## src/rtl/div_iter_pkg.sv

```systemverilog
// Shared divider definitions: FSM state encoding and the fixed issue-to-done latency
// the hazard unit stalls for.
package div_iter_pkg;

    localparam int DIV_WIDTH   = 32;
    // Start edge plus WIDTH restoring steps; done appears in the cycle after the last step.
    localparam int DIV_LATENCY = DIV_WIDTH + 1;

    typedef enum logic [1:0] {
        DIV_IDLE,
        DIV_RUN,
        DIV_DONE
    } div_state_t;

endpackage

```

## src/rtl/div_iter.sv

```systemverilog
// Radix-2 restoring divider for MIPS DIV/DIVU: one quotient bit per clock, sign fix-up
// and divide-by-zero handling applied when the result is registered on entry to DONE.
module div_iter
    import div_iter_pkg::*;
#(
    parameter int WIDTH = DIV_WIDTH,
    parameter int CNT_W = $clog2(WIDTH)
) (
    input  logic             clk,
    input  logic             rst,
    input  logic             flush,
    input  logic             div_start,
    input  logic             div_signed,
    input  logic [WIDTH-1:0] dividend,
    input  logic [WIDTH-1:0] divisor,
    output logic             div_busy,
    output logic             div_done,
    output logic [WIDTH-1:0] quotient,
    output logic [WIDTH-1:0] remainder
);

    div_state_t       state;
    div_state_t       state_nxt;
    logic [CNT_W-1:0] cnt;

    logic [WIDTH-1:0] rem_acc;
    logic [WIDTH-1:0] quo_acc;
    logic [WIDTH-1:0] dvsr_mag;
    logic [WIDTH-1:0] dvd_raw;
    logic             quo_neg;
    logic             rem_neg;
    logic             div_zero;

    logic signed [WIDTH-1:0] dvd_s;
    logic signed [WIDTH-1:0] dvs_s;
    logic             dvd_neg;
    logic             dvs_neg;
    logic [WIDTH-1:0] dvd_mag;
    logic [WIDTH-1:0] dvs_mag;

    logic [WIDTH:0]   shifted;
    logic [WIDTH:0]   trial;
    logic [WIDTH-1:0] rem_step;
    logic [WIDTH-1:0] quo_step;
    logic [WIDTH-1:0] q_fix;
    logic [WIDTH-1:0] r_fix;

    logic accept;
    logic last_step;
    logic running;

    assign dvd_s   = dividend;
    assign dvs_s   = divisor;
    assign dvd_neg = div_signed && (dvd_s < 0);
    assign dvs_neg = div_signed && (dvs_s < 0);
    // WIDTH-bit unsigned magnitudes, so the most negative operand still fits.
    assign dvd_mag = dvd_neg ? -dividend : dividend;
    assign dvs_mag = dvs_neg ? -divisor  : divisor;

    assign running   = (state == DIV_RUN);
    assign accept    = div_start && !flush && !running;
    assign last_step = (cnt == CNT_W'(WIDTH - 1));

    assign div_busy = running;
    assign div_done = (state == DIV_DONE);

    always_comb begin
        shifted  = {rem_acc, quo_acc[WIDTH-1]};
        trial    = shifted - {1'b0, dvsr_mag};
        // A borrow out of the WIDTH+1-bit trial means "restore": keep the shifted value.
        rem_step = trial[WIDTH] ? shifted[WIDTH-1:0] : trial[WIDTH-1:0];
        quo_step = {quo_acc[WIDTH-2:0], ~trial[WIDTH]};

        q_fix = div_zero ? '1 : (quo_neg ? -quo_step : quo_step);
        r_fix = div_zero ? dvd_raw : (rem_neg ? -rem_step : rem_step);
    end

    always_comb begin
        state_nxt = state;
        case (state)
            DIV_IDLE: if (div_start) state_nxt = DIV_RUN;
            DIV_RUN:  if (last_step) state_nxt = DIV_DONE;
            DIV_DONE: state_nxt = div_start ? DIV_RUN : DIV_IDLE;
            default:  state_nxt = DIV_IDLE;
        endcase
        if (flush) state_nxt = DIV_IDLE;
    end

    // Control and architecturally visible results.
    always_ff @(posedge clk) begin
        if (rst) begin
            state     <= DIV_IDLE;
            cnt       <= '0;
            quotient  <= '0;
            remainder <= '0;
        end else begin
            state <= state_nxt;
            if (accept) begin
                cnt <= '0;
            end else if (running && !flush) begin
                cnt <= cnt + 1'b1;
            end
            if (running && last_step && !flush) begin
                quotient  <= q_fix;
                remainder <= r_fix;
            end
        end
    end

    // Iteration datapath; only meaningful while RUN, so it carries no reset.
    always_ff @(posedge clk) begin
        if (accept) begin
            rem_acc  <= '0;
            quo_acc  <= dvd_mag;
            dvsr_mag <= dvs_mag;
            dvd_raw  <= dividend;
            quo_neg  <= dvd_neg ^ dvs_neg;
            rem_neg  <= dvd_neg;
            div_zero <= (divisor == '0);
        end else if (running) begin
            rem_acc <= rem_step;
            quo_acc <= quo_step;
        end
    end

endmodule

```

## config.mk

```make
export PLATFORM = sky130hd
export DESIGN_NAME = div_iter
export DESIGN_NICKNAME = d
export VERILOG_FILES = /design/src/rtl/div_iter_pkg.sv /design/src/rtl/div_iter.sv
export SDC_FILE = /design/constraint.sdc
export NUM_CORES = 1
export LEC_CHECK = 0
export CAP_MARGIN = 25
export CELL_PAD_IN_SITES_DETAIL_PLACEMENT = 1
export CELL_PAD_IN_SITES_GLOBAL_PLACEMENT = 1
export CORE_MARGIN = 5
export CORE_UTILIZATION = 45
export CTS_CLUSTER_SIZE = 14
export DETAILED_ROUTE_END_ITERATION = 12
export DONT_BUFFER_PORTS = 1
export GPL_TIMING_DRIVEN = 0
export HOLD_SLACK_MARGIN = 0.03
export PLACE_DENSITY = 0.81
export SLEW_MARGIN = 20
export SYNTH_ARGS = -nofsm -noshare
export SYNTH_HDL_FRONTEND = slang
export SYNTH_SLANG_ARGS = --single-unit
```

## constraint.sdc

```tcl
create_clock -name clk -period 6.17 [get_ports clk]
set_input_delay 1.234 -clock clk [delete_from_list [all_inputs] [get_ports clk]]
set_output_delay 1.234 -clock clk [all_outputs]
set_load 0.02 [all_outputs]
```

==> flow_summary.toml, run 1 <==
[run_status]
outcome = "finished, final reports clean"

[min_path]
hold_path_startpoint = "rem_acc[30]"
hp-class = "reg2reg"

[power]
p_sw_mw = 1.12
sw_frac_of_total_pct = 30.5
leakage_nw = 5.21
pwr-share-seq_pct = 41.2
p_per_area_nw_per_um2 = 258
intPower_mw = 2.56
vdd_ir_drop_max_v = 0.000203
combPwrFrac_pct = 20.0
p_clk_share_pct = 38.8

[finish]
nNetsFinal = 1604
seq_area_um2 = 5030
nFillCells = 3435
fin_cells = 1898
area_delta_synth_final_pct = 10.6
n_antenna_cell = 0
final_cell_area_um2 = 14300
multiInputGateArea_um2 = 7340
post-route-util_pct = 50.0
drive_above_1_share_pct = 7.86

[route]
vias = 11900
drc = 0
drtIter0Drc = 1060
via_per_inst = 6.27
dr.pass1.iters = 6
drt_wl_total_um = 45300
antenna_left = 0
wl_per_cell_um = 23.9

[synth]
synthAdderAreaFrac_pct = 3.84
synth.avg_cell_area_um2 = 8.83
syn_area_um2 = 12900
yosys-top-cells-count = "175 x nand2_1, 131 x nor2_1, 113 x o21ai_0"
synth_compound_area_share_pct = 21.8
synth_top_family_by_area = "compound AO/OA/AOI/OAI gates"
synthFlopType = "dfxtp_1"
synth_top_area_share_pct = 23.0
synth_edf_count = 99
synth_mux_area_share_pct = 3.36
synth_area_leaders = "edfxtp_1 23%, dfxtp_1 16%, nand2_1 5.1%"
synth_xor_area_share_pct = 8.96
synth_top_cell_by_area = "edfxtp_1"
synthSimpleGateAreaFrac_pct = 18.8
yosysWarnings = 0
synthCells = 1463
seq_area_frac_synth_pct = 39.0
synth_cell_types = 93
synth.most_common_cell = "nand2_1"
async_flop_share_pct = 0
syn-num-nets = 1571
ys_ff_latch = 202

[place]
io_buffers = 0
globalplace.congestion = 0.919
dp.cells = 1849
post_dp_cell_area_um2 = 13400
dp_hpwl_um = 34700

[die]
start_util_pct = 45.2
die_h_um = 179
io_pins = 135
fp-row-count = 62
die_w_um = 179
coreArea_um2 = 28500
die-area_um2 = 32200

[clock_tree]
numCtsBuffers = 24
cts_tree = "done"
clkSinkCount = 202
insertion_delay_ps = 550
clk_pin_slew_ps = 70
clockRootBuffer = "clkbuf_16"
clockBufferDepth = 3
h-tree-depth = 1
postCtsHoldBufs = 0

[timing]
holdWs_ps = 495
slew_headroom_pct = 38.7
finClkSkew_ps = 20.9
setup_viol = 0
setup_tns_ps = 0
rsz0062_at_grt = "no"
maxSlewViolCount = 0
fmax_mhz = 168
fin_crit_ps = 5970
final-hold-violation-count = 0
finalCritPeriodShare_pct = 96.7
tightest_slew_ps = 911

[grt]
first_global_vias = 12200
grt_pass1_wl_um = 68800
grt_max_degree = 48
grt.overflow.total = 0
track_usage_pct = 27.4
antenna_found_initial = 1

[critical_path]
critical_path_arrival_ps = 6400
cp-start-kind = "flop"
timing.rr.start = "quo_acc[31]"
worstPathMaxFanout = 10
path_class = "reg2reg"
cp-end-kind = "flop"
cp-startpoint = "quo_acc[31]"
critPathRequiredTime_ps = 6610

[flow_run]
drv_cap = 0
==> layer usage <==
layer / track usage, % / vias up / share of wire, %
met1: 36.6 / 5948 / 42
met2: 45.4 / 427 / 46
met5: 0 / - / 0.020
met3: 5.25 / 94 / 8.5
li1: - / 5437 / -
met4: 8.28 / 2 / 3.3
==> path summary, 6_finish.rpt <==
path	slack [ps]	end	cells past startpoint
hold reg to reg	490	rem_acc[30]	2
setup / recovery	200	remainder[26]	22
setup reg to reg	200	remainder[26]	22
hold / removal	490	rem_acc[30]	2
==> cell usage in the layout, fill, tap and decap left out, types with 15 or more instances in the layout <==
master,instances
a21o_1,15
nand3_1,21
inv_1,52
ha_1,37
mux2i_1,31
nor3_1,37
o22ai_1,15
o31ai_1,24
o21ai_0,113
edfxtp_1,99
nor4_1,18
a21oi_1,71
dfxtp_1,103
or3_1,18
xor2_1,67
nor2_1,131
and2_1,19
clkbuf_16,24
clkbuf_1,58
nand2_1,175
a211oi_1,37
xnor2_1,62
==> layout make-up <==
class / count / share of cell area [%]
clock inverters: 10 / 0.605
repair buffers: 7 / 0.578
well taps: 384 / 3.36
flip-flops and latches: 202 / 35.3
clock buffers: 34 / 4.82
plain buffers: 75 / 2.46
inverters: 56 / 1.51
multi-input cells: 1130 / 51.4
==> power groups by stage <==
stage / sequential (mW) / clock (mW) / combinational, mW
2_1_floorplan: 1.53 / 0 / 0.518
3_3_place_gp: 1.54 / 0 / 0.679
3_5_place_dp: 1.54 / 0 / 0.708
4_1_cts: 1.52 / 1.43 / 0.719
5_1_grt: 1.52 / 1.49 / 0.794
6_report: 1.52 / 1.43 / 0.735
==> metrics by stage <==
stage | power [mW] | worst slack (ps)
4_1_cts | 3.67 | 18.1
2_1_floorplan | 2.05 | 1300
3_3_place_gp | 2.22 | -195
5_1_grt | 3.81 | 14.8
3_5_place_dp | 2.25 | -257
6_report | 3.68 | 203
==> sequential cells by signal, indices dropped and copies added, names as in the netlist, 2 cells and up <==
| name | cells |
|---|---|
| cnt | 5 |
| dvd_raw | 32 |
| dvsr_mag | 32 |
| quo_acc | 32 |
| quotient | 32 |
| rem_acc | 32 |
| remainder | 32 |
| state | 2 |
==> kinds of logic after synthesis <==
logic type,count (synthesis)
simple gates,509
compound gates,411
flops,202
buf+inv,131
xor+xnor,130
mux,41
fa+ha+maj,39
==> timing repair <==
item | in CTS | in global routing
pin swaps | 0 | 2
resized for setup | 3 | 3
setup endpoints to repair | 3 | 4
buffers inserted | 0 | 4
==> critical path, cell delays in order, from the launching register on <==
cell	delay (ps)
edfxtp_1	490
inv_1	80
ha_1	230
fa_1	420
nand2b_1	240
a21oi_4	260
o21ai_2	150
o31ai_4	380
a31oi_4	180
xnor2_4	230
inv_4	180
clkbuf_4	300
buf_4	280
nor2_1	80
a21oi_2	200
ha_2	310
inv_1	160
or2_2	340
o41a_1	510
o21ai_4	280
mux2_2	190
o21ai_0	80
o31a_1	270
Note: power is estimated with default switching activity, not from simulation.
==> inputs of run 2 (changes only) <==
--- a/config.mk
+++ b/config.mk
@@ -8,12 +8,11 @@
 export CAP_MARGIN = 25
 export CELL_PAD_IN_SITES_DETAIL_PLACEMENT = 1
 export CELL_PAD_IN_SITES_GLOBAL_PLACEMENT = 1
-export CORE_MARGIN = 5
+export CORE_MARGIN = 10
 export CORE_UTILIZATION = 45
 export CTS_CLUSTER_SIZE = 14
 export DETAILED_ROUTE_END_ITERATION = 12
 export DONT_BUFFER_PORTS = 1
-export GPL_TIMING_DRIVEN = 0
 export HOLD_SLACK_MARGIN = 0.03
 export PLACE_DENSITY = 0.81
 export SLEW_MARGIN = 20
==> flow_summary.toml, run 2 (synthesis gave the netlist of run 1 again) <==
[clock_tree]
clkSinkCount = 202
h-tree-depth = 1
cts_setup_buffers = 0
postCtsHoldBufs = 0
clockBufferDepth = 3
cts_tree = "done"
clk_pin_slew_ps = 60
insertion_delay_ps = 550
cts_resized = 0
clockRootBuffer = "clkbuf_16"
numCtsBuffers = 25

[power]
p_sw_mw = 1.07
leakage_nw = 5.09
vdd_ir_drop_max_v = 0.000193
sw_frac_of_total_pct = 29.5
p_per_area_nw_per_um2 = 260
intPower_mw = 2.55
p_clk_share_pct = 39.3
total_power_mw = 3.62
pwr-share-seq_pct = 41.9
combPwrFrac_pct = 18.8

[finish]
nFillCells = 3272
area_delta_synth_final_pct = 7.98
drive_above_1_share_pct = 7.25
final_cell_mix = "175 x nand2_1, 130 x nor2_1, 113 x o21ai_0"
final_cell_area_um2 = 13900
final_common_cell = "nand2_1"
nNetsFinal = 1538

[route]
dr.pass1.iters = 5
antenna_left = 0
wl_per_cell_um = 22.3
wl_met1_um = 17100
vias = 11200
wl_met3_um = 2850
top_layer = "met4"
drt_wl_total_um = 40800
drc = 0
wl_met2_um = 19900
drtIter0Drc = 771
via_per_inst = 6.12

[die]
fp-row-count = 61
die-area_um2 = 35900
coreArea_um2 = 28000
die_w_um = 189
io_pins = 135
start_util_pct = 46.1
die_h_um = 189

[timing]
finClkSkew_ps = 12.0
setup_viol = 0
worst_slack_ps = 938
maxSlewViolCount = 0
final-hold-violation-count = 0
finalCritPeriodShare_pct = 84.8
fin_crit_ps = 5230
tightest_slew_ps = 986
rsz0062_at_grt = "no"
fmax_mhz = 191
setup_tns_ps = 0
slew_headroom_pct = 34.3

[min_path]
hp-class = "reg2reg"
hold_path_startpoint = "cnt[2]"
holdPathStages = 2
holdPathEnd = "cnt[2]"

[critical_path]
max_stage_delay_ps = 420
crit_family = "compound AO/OA/AOI/OAI gates"
critical_path_arrival_ps = 5670
timing.rr.end = "remainder[26]"
worst_path_max_delay_cell = "fa_1"
cp-start-kind = "flop"
cp-end-kind = "flop"
r2r_cells = 20
critPathRequiredTime_ps = 6600
critPathBufInv = 3
path_cells = "inv_1, ha_1, fa_1, nand2b_1, a21oi_4, o21ai_2, o31ai_4, a31oi_4, xnor2_4, inv_4, nor2_1, a21oi_1, ha_1, inv_1, or2_2, o41a_1, o21ai_1, mux2_2, o21ai_0, o31a_1"
path_class = "reg2reg"
rrSetupSlack_ps = 940
timing.rr.start = "quo_acc[31]"
worstPathMaxFanout = 16

[grt]
grt_pass1_wl_um = 65100
antenna_found_initial = 0
grt.overflow.total = 0
track_usage_pct = 22.2
first_global_vias = 11600
grt_max_degree = 79

[place]
io_buffers = 0
dp_hpwl_um = 30400
post_dp_cell_area_um2 = 13100
globalplace.congestion = 0.940
dpl_worst_slack_ps = 1020

[run_status]
outcome = "finished, final reports clean"

[flow_run]
drv_cap = 0
-- run 2: changes by cell type in the layout (fill, tap and decap cells not counted), sizes merged --
cell      before  now
clkbuf        90   34
clkinv         8   12
buf           26   14
diode          0    1
clkinvlp       1    0
-- run 2: cell type report --
| cell class | instances | area [µm²] | share of cell area, % |
|---|---|---|---|
| antenna | 1 | 2.50 | 0.0179 |
| clock buffer | 33 | 687 | 4.93 |
| clock inverter | 13 | 101 | 0.727 |
| inverter | 56 | 213 | 1.53 |
| multi-input combinational | 1130 | 7320 | 52.5 |
| sequential | 202 | 5030 | 36.1 |
| tap | 378 | 473 | 3.39 |
| timing repair buffer | 15 | 110 | 0.790 |
-- run 2: power groups by stage --
stage | clock [mW] | sequential [mW] | combinational [mW]
2_1_floorplan | 0 | 1.53 | 0.518
4_1_cts | 1.44 | 1.52 | 0.675
5_1_grt | 1.50 | 1.52 | 0.753
6_report | 1.42 | 1.52 | 0.681
3_5_place_dp | 0 | 1.54 | 0.667
3_3_place_gp | 0 | 1.54 | 0.647
-- run 2: worst min-delay path, stage by stage (launching register included) --
cell and delay (ps):
dfxtp_1 340, nand2_1 70, a21oi_1 60
-- run 2: how the worst max path moves through the flow --
stage | cells past startpoint | slack [ps] | from | endpoint
floorplan | 21 | 1300 | quo_acc[31] | remainder[26]
finish | 20 | 940 | quo_acc[31] | remainder[26]
global route | 20 | 590 | quo_acc[31] | remainder[26]
global placement | 20 | 1310 | quo_acc[31] | remainder[26]
detailed placement | 20 | 1020 | quo_acc[31] | remainder[26]
CTS | 20 | 960 | quo_acc[31] | remainder[26]
-- run 2: through the flow --
step / hold WS [ps] / std cells / utilization, %
after floorplan: 453 / 1463 / -
after global placement: 474 / 1780 / 46.9
after detailed placement: 494 / 1780 / 46.9
after CTS: 509 / 1826 / 49.8
after global routing: 562 / 1827 / 49.8
final: 511 / 1828 / 49.8
-- run 2: metal layers --
layer | vias up | GRT usage (%)
met3 | 54 | 5.90
li1 | 5300 | -
met5 | - | 0
met2 | 259 | 38.0
met1 | 5571 | 27.0
met4 | 0 | 5.71
